==> src/rtl/sort_pkg.sv <==
// sort_pkg: state encoding and default sizes shared by the sort frame controller and the sorter
package sort_pkg;

   localparam int SORT_N     = 6;
   localparam int SORT_WIDTH = 8;

   typedef enum logic [1:0] {
      LOAD  = 2'd0,
      FIRE  = 2'd1,
      WAIT  = 2'd2,
      DRAIN = 2'd3
   } sort_frame_state_t;

endpackage

==> src/rtl/sort_frame_ctrl.sv <==
// sort_frame_ctrl: gathers N stream words into a frame, fires one sort, streams the sorted frame back out
//   clk, rst                               : clock, asynchronous active-low reset
//   in_valid, in_ready, in_data            : input word stream
//   sort_start, sort_data_in               : start pulse and registered frame towards the sorter
//   sort_done, sort_data_out               : completion and sorted frame from the sorter
//   out_valid, out_ready, out_data, out_last : sorted output word stream
//   busy, timeout_err                      : not-in-LOAD status, one-cycle abort pulse
module sort_frame_ctrl
   import sort_pkg::*;
#(
   parameter int N       = SORT_N,
   parameter int WIDTH   = SORT_WIDTH,
   parameter int TIMEOUT = 64
) (
   input  logic               clk,
   input  logic               rst,
   input  logic               in_valid,
   output logic               in_ready,
   input  logic [WIDTH-1:0]   in_data,
   output logic               sort_start,
   output logic [N*WIDTH-1:0] sort_data_in,
   input  logic               sort_done,
   input  logic [N*WIDTH-1:0] sort_data_out,
   output logic               out_valid,
   input  logic               out_ready,
   output logic [WIDTH-1:0]   out_data,
   output logic               out_last,
   output logic               busy,
   output logic               timeout_err
);

   localparam int CW = (N > 1) ? $clog2(N) : 1;
   localparam int TW = $clog2(TIMEOUT);
   localparam logic [CW-1:0] LAST  = CW'(N - 1);
   localparam logic [TW-1:0] TLAST = TW'(TIMEOUT - 1);

   sort_frame_state_t  state_q, state_d;
   logic [CW-1:0]      ld_cnt_q, ld_cnt_d, out_cnt_q, out_cnt_d;
   logic [TW-1:0]      wait_cnt_q, wait_cnt_d;
   logic [N*WIDTH-1:0] frame_q, frame_d, obuf_q, obuf_d;
   // Holds in_ready low while in reset and releases it on the first edge afterwards
   logic               arm_q;

   always_ff @(posedge clk or negedge rst) begin
      if (!rst) begin
         state_q    <= LOAD;
         ld_cnt_q   <= '0;
         out_cnt_q  <= '0;
         wait_cnt_q <= '0;
         frame_q    <= '0;
         obuf_q     <= '0;
         arm_q      <= 1'b0;
      end else begin
         state_q    <= state_d;
         ld_cnt_q   <= ld_cnt_d;
         out_cnt_q  <= out_cnt_d;
         wait_cnt_q <= wait_cnt_d;
         frame_q    <= frame_d;
         obuf_q     <= obuf_d;
         arm_q      <= 1'b1;
      end
   end

   always_comb begin
      state_d     = state_q;
      ld_cnt_d    = ld_cnt_q;
      out_cnt_d   = out_cnt_q;
      wait_cnt_d  = wait_cnt_q;
      frame_d     = frame_q;
      obuf_d      = obuf_q;
      in_ready    = 1'b0;
      sort_start  = 1'b0;
      out_valid   = 1'b0;
      out_data    = '0;
      out_last    = 1'b0;
      timeout_err = 1'b0;
      case (state_q)
         LOAD: begin
            in_ready = arm_q;
            if (in_valid && arm_q) begin
               frame_d[ld_cnt_q*WIDTH +: WIDTH] = in_data;
               ld_cnt_d = (ld_cnt_q == LAST) ? '0 : ld_cnt_q + 1'b1;
               state_d  = (ld_cnt_q == LAST) ? FIRE : LOAD;
            end
         end
         FIRE: begin
            sort_start = 1'b1;
            state_d    = WAIT;
         end
         WAIT: begin
            // A done arriving on the timeout cycle still completes the sort
            if (sort_done) begin
               obuf_d     = sort_data_out;
               wait_cnt_d = '0;
               state_d    = DRAIN;
            end else if (wait_cnt_q == TLAST) begin
               timeout_err = 1'b1;
               wait_cnt_d  = '0;
               state_d     = LOAD;
            end else begin
               wait_cnt_d = wait_cnt_q + 1'b1;
            end
         end
         DRAIN: begin
            out_valid = 1'b1;
            out_data  = obuf_q[out_cnt_q*WIDTH +: WIDTH];
            out_last  = out_cnt_q == LAST;
            if (out_ready) begin
               out_cnt_d = (out_cnt_q == LAST) ? '0 : out_cnt_q + 1'b1;
               state_d   = (out_cnt_q == LAST) ? LOAD : DRAIN;
            end
         end
         default: state_d = LOAD;
      endcase
   end

   assign sort_data_in = frame_q;
   assign busy         = state_q != LOAD;

endmodule
==> config.mk <==
export PLATFORM = sky130hd
export DESIGN_NAME = sort_frame_ctrl
export DESIGN_NICKNAME = d
export VERILOG_FILES = /design/src/rtl/sort_pkg.sv /design/src/rtl/sort_frame_ctrl.sv
export SDC_FILE = /design/constraint.sdc
export NUM_CORES = 1
export LEC_CHECK = 0
export ABC_AREA = 1
export CAP_MARGIN = 20
export CELL_PAD_IN_SITES_DETAIL_PLACEMENT = 2
export CELL_PAD_IN_SITES_GLOBAL_PLACEMENT = 2
export CORE_MARGIN = 8
export CORE_UTILIZATION = 31
export DETAILED_ROUTE_END_ITERATION = 8
export GPL_ROUTABILITY_DRIVEN = 0
export PLACE_DENSITY = 0.91
export SLEW_MARGIN = 0
export SYNTH_ARGS = -nofsm -noshare
export SYNTH_HDL_FRONTEND = slang
export SYNTH_SLANG_ARGS = --single-unit
==> constraint.sdc <==
create_clock -name clk -period 6.35 [get_ports clk]
set_input_delay 1.27 -clock clk [delete_from_list [all_inputs] [get_ports clk]]
set_output_delay 1.27 -clock clk [all_outputs]
set_load 0.05 [all_outputs]
=== Word level (Yosys, flattened, before mapping) ===
Cells that the tools add are included.
W data, S select, Z words.

* Word-level logic and storage cells: 50
* Register bits after elaboration: 111

* Mux-type cells: 20
* $add $sub $neg: 4
* Reduce and logical (&&, ||, !) cells: 7
* Shifts and indexed selects: 3
* Equality and inequality tests: 9

{| class="wikitable"
|+ Operators with widths
! kind !! number
|-
| $bwmux W48 || 1
|-
| $shift A8 B34 Y48 const A || 1
|-
| $shiftx A48 B7 Y8 || 1
|-
| $shiftx A8 B34 Y48 || 1
|-
| $neg A6 Y34 || 1
|-
| $mux W6 || 2
|-
| $mux W2 || 5
|-
| $mux W1 || 8
|-
| $mux W8 || 1
|-
| $pmux W2 S4 || 1
|-
| $add A3 B1 Y3 const B || 2
|-
| $add A6 B1 Y6 const B || 1
|-
| $eq A3 B3 Y1 const B || 2
|-
| $eq A6 B6 Y1 const B || 1
|-
| $mux W3 || 2
|-
| $reduce_and A2 Y1 || 3
|-
| $eq A2 B2 Y1 const B || 2
|-
| $ne A2 B2 Y1 const B || 2
|-
| $ne A3 B3 Y1 const B || 1
|-
| $reduce_and A3 Y1 || 1
|-
| $eq A2 B1 Y1 const B || 1
|-
| $logic_not A2 Y1 || 1
|-
| $reduce_bool A2 Y1 || 1
|-
| $logic_and A1 B1 Y1 || 1
|}

=== Logic depth before layout (Yosys ltp) ===
* Depth in word-level cells: 4
* Depth in mapped cells: 11
* Mapped depth without buffers: 9

=== Worst setup path after synthesis ===
No wires, ideal clock.

* Path type: in2out
* Start point: input sort_done
* End point: output timeout_err
* Data required time: 5.080 ns
* Buffers on the path: 0
* Data arrival time: 2.094 ns
* Setup slack: 2.986 ns
* Cell stages on the path: 3
* Cell sequence: inv_1 nand2_1 nor2_1

* Word-level cells in the longest chain between the ends: 2

{| class="wikitable"
|+ RTL lines
! what !! line !! RTL
|-
| start: declaration || sort_frame_ctrl.sv:22 || <nowiki>input logic sort_done,</nowiki>
|-
| $mux W1 || sort_frame_ctrl.sv:92 || <nowiki>if (sort_done) begin</nowiki>
|-
| $mux W1 || sort_frame_ctrl.sv:77 || <nowiki>case (state_q)</nowiki>
|-
| end: declaration || sort_frame_ctrl.sv:29 || <nowiki>output logic timeout_err</nowiki>
|}

Every way passes these cells.

=== Worst setup path in the final report ===
* Start point: register out_cnt_q[0]
* End point: output out_data[3]

* Word-level cells in the longest chain between the ends: 2

{| class="wikitable"
|+ RTL lines
! what !! line !! RTL
|-
| start: declaration || sort_frame_ctrl.sv:38 || <nowiki>logic [CW-1:0] ld_cnt_q, ld_cnt_d, out_cnt_q, out_cnt_d;</nowiki>
|-
| start signal: assignment || sort_frame_ctrl.sv:56 || <nowiki>out_cnt_q <= out_cnt_d;</nowiki>
|-
| $shiftx A48 B7 Y8 || sort_frame_ctrl.sv:106 || <nowiki>out_data = obuf_q[out_cnt_q*WIDTH +: WIDTH];</nowiki>
|-
| $mux W8 || sort_frame_ctrl.sv:77 ||
|-
| end: declaration || sort_frame_ctrl.sv:26 || <nowiki>output logic [WIDTH-1:0] out_data,</nowiki>
|}

Every way passes these cells.

==> impl_metrics.csv <==
group,metric,value,unit
final_layout,nNetsFinal,867,
yosys,synth_fp_nets,762,
final_layout,syn2layout_area_growth,30.48,%
clocking,cts_resized,0,
yosys,synth_cells,693,
floorplanning,dieArea,22030,sq um
clocking,ctsHoldBuffers,0,
final_layout,layout-drive-gt1-share,6.849,%
clocking,cts_made_buffers,9,
yosys,synth-warning-count,0,
placement,hpwl,13960,um
final_layout,antenna_cells,0,
power_and_ir_drop,power_per_cell_area,487.9,nW/um^2
final_layout,seqCellArea,2778,sq um
critical_path,required,5080,ps
yosys,synthArstFlopShare,100.0,%
sta,tightest_slew,984.5,ps
yosys,ys_ff_latch,111,
detailed_routing,wire_per_inst,18.31,um
placement,post-place-cells,1012,
global_routing,overflow,0,
detailed_routing,vias,5069,
yosys,synthFlopType,"dfrtp_1",
yosys,synth_edf_count,0,
floorplanning,die_h,148.4,um
power_and_ir_drop,p_total,3.460,mW
clocking,root_buffer,"clkbuf_16",
sta,setup_violations,0,
clocking,cts_setup_buffers,0,
floorplanning,die_w,148.4,um
detailed_routing,ant_nets,0,
sta,slew_viol_final,0,
yosys,yosysSeqAreaShare,51.10,%
critical_path,worst-path-max-fanout,27,
sta,finalCriticalPeriod,4417,ps
floorplanning,io_pins,123,
sta,rsz0062_at_grt,"false",
critical_path,cp-end-kind,"primary output",
detailed_routing,routed_wl,18820,um
critical_path,crit_top_cell,"nand2_1",
clocking,clk_pin_slew_worst_paths,80,ps
final_layout,fill_cells,1979,
global_routing,grt_start_max_net_pins,75,
worst_hold_path,hold_class,"reg -> reg",
critical_path,critPathBufInv,2,
floorplanning,rows,48,
critical_path,crit_arrival,3150,ps
run_status,status,"finished, final reports clean",
detailed_routing,viasPerCell,4.931,
detailed_routing,drtIter0Drc,257,
global_routing,antenna_found_initial,1,
power_and_ir_drop,p_leak,3.453,nW
final_layout,multiInputGateArea,2338,sq um
sta,finalHoldViolCount,0,
critical_path,cp-start-kind,"flop",
sta,post-route-period-util,69.56,%
global_routing,grt_first_pass_wirelength,30740,um
yosys,yosysUniqueCellTypes,31,
critical_path,cpPeakStageDelay,910,ps
critical_path,critPathTopFamily,"buffers and inverters",
global_routing,grt.total_usage,17.65,%
floorplanning,core,17240,sq um
placement,io_buffers,122,
yosys,mappedNetlistArea,5435,sq um
sta,finClkSkew,8.827,ps
power_and_ir_drop,ir_drop,0.1789,mV
sta,setup_tns,0,ps
critical_path,critPathKind,"reg -> out",
sta,hold_slack,475.1,ps
floorplanning,start_util,31.53,%
clocking,cts.htree.levels,3,
clocking,clk_latency,370,ps
global_routing,grt_pass1_vias,5623,
sta,relSlewSlack,34.37,%
detailed_routing,firstDrtPassIters,4,
clocking,cts_tree,"built",
clocking,clkSinkCount,111,
critical_path,cp_cell_sequence,"inv_2 > nand2_1 > nand3_1 > nand2_1 > nand2_1 > a21oi_1 > clkdlybuf4s50_1",
sta,timing.fmax,226.4,MHz
final_layout,stdcell_count,1028,
flow_run,drv_cap,0,
yosys,syn-mean-instance-area,7.843,sq um
clocking,cts_max_path_buffers,2,
detailed_routing,drc,0,
critical_path,cpMaxStageDelayCell,"dfrtp_1",
[state kept, by name (all words and copies together), names as in the netlist]
| signal | count |
|---|---|
| state_q | 2 |
| out_cnt_q | 3 |
| arm_q | 1 |
| wait_cnt_q | 6 |
| sort_data_in | 48 |
| ld_cnt_q | 3 |
| obuf_q | 48 |
[routing by layer]
layer  routed length, um  vias up  part of all wire (%)  global-route usage (%)
li1                    -     2410                     -                       -
met1                8364     2549                    44                   21.76
met2                9472       94                    50                   30.59
met3                 749       14                   4.0                   3.434
met4                 224        2                   1.2                   5.201
met5                  13        -                 0.069                       0
[layout make-up]
| class | instances | area share, % |
|---|---|---|
| repair buffers | 125 | 17.50 |
| clock buffers | 9 | 3.176 |
| inverters | 38 | 2.011 |
| flip-flops and latches | 111 | 39.17 |
| clock inverters | 7 | 1.200 |
| multi-input cells | 513 | 32.97 |
| well taps | 225 | 3.970 |
[path summary, 6_finish.rpt]
check	from	to	slack, ps	depth (start not counted)
worst max-delay path	out_cnt_q[0]	out_data[3]	1930	7
worst min-delay path	obuf_q[44]	obuf_q[44]	480	2
worst max register to register	ld_cnt_q[0]	sort_data_in[7]	3630	9
worst min register to register	obuf_q[44]	obuf_q[44]	480	2
max in group asynchronous	rst	sort_data_in[12]	4190	2
min in group asynchronous	rst	obuf_q[4]	1050	1
[cells in the mapped netlist (all sizes together), types with 2 or more instances]
master,n,area (sq um)
a21oi,10,50.05
buf,25,158.9
clkbuf,6,22.52
dfrtp,111,2778
ha,8,100.1
inv,37,138.9
nand2,307,1170
nand3,62,327.8
nand4,18,112.6
nor2,51,239.0
nor3,2,10.01
o211ai,8,60.06
o21ai,31,155.1
or2,9,56.30
xor2,2,17.52
[through the flow]
stage          utilization [%]  worst slack [ps]  cell area [sq um]
4_1_cts                  41.14              1921               7092
6_report                 41.14              1933               7092
3_3_place_gp             39.34              2270               6782
3_5_place_dp             39.34              2227               6782
5_1_grt                  41.14              1711               7092
2_1_floorplan                -              2986               5435
[cell usage in the layout (no fill, tap or decap), types with 7 or more instances in the layout]
cell | synthesis | layout
o211ai_1 | 8 | 8
nand2_2 | 7 | 7
nand3_1 | 60 | 60
inv_1 | 29 | 29
clkbuf_16 | 0 | 9
or2_2 | 9 | 9
nand4_1 | 18 | 18
inv_2 | 8 | 8
a21oi_1 | 10 | 10
nor2_1 | 42 | 42
nand2_1 | 300 | 300
clkdlybuf4s50_1 | 0 | 121
ha_1 | 8 | 8
o21ai_0 | 29 | 29
dfrtp_1 | 111 | 111
[tightest hold or removal path: cells and delay by family, from the launching register on]
family | cells | cell delay [ps]
flip-flops | 1 | 350
AND/OR/NAND/NOR | 2 | 90
[report_power, final]
| group | switching (mW) | internal, mW |
|---|---|---|
| combinational | 1.17 | 0.492 |
| clock | 0.291 | 0.317 |
| sequential | 0.212 | 0.976 |
| total | 1.68 | 1.78 |
[kinds of logic after synthesis]
kind of cell	synth area share (%)
flops	51.10
fa+ha+maj	1.842
simple gates	35.38
other cells	0.06899
buf+inv	5.962
xor+xnor	0.4835
compound gates	5.157
No activity file was read; power rests on OpenSTA's default activity.
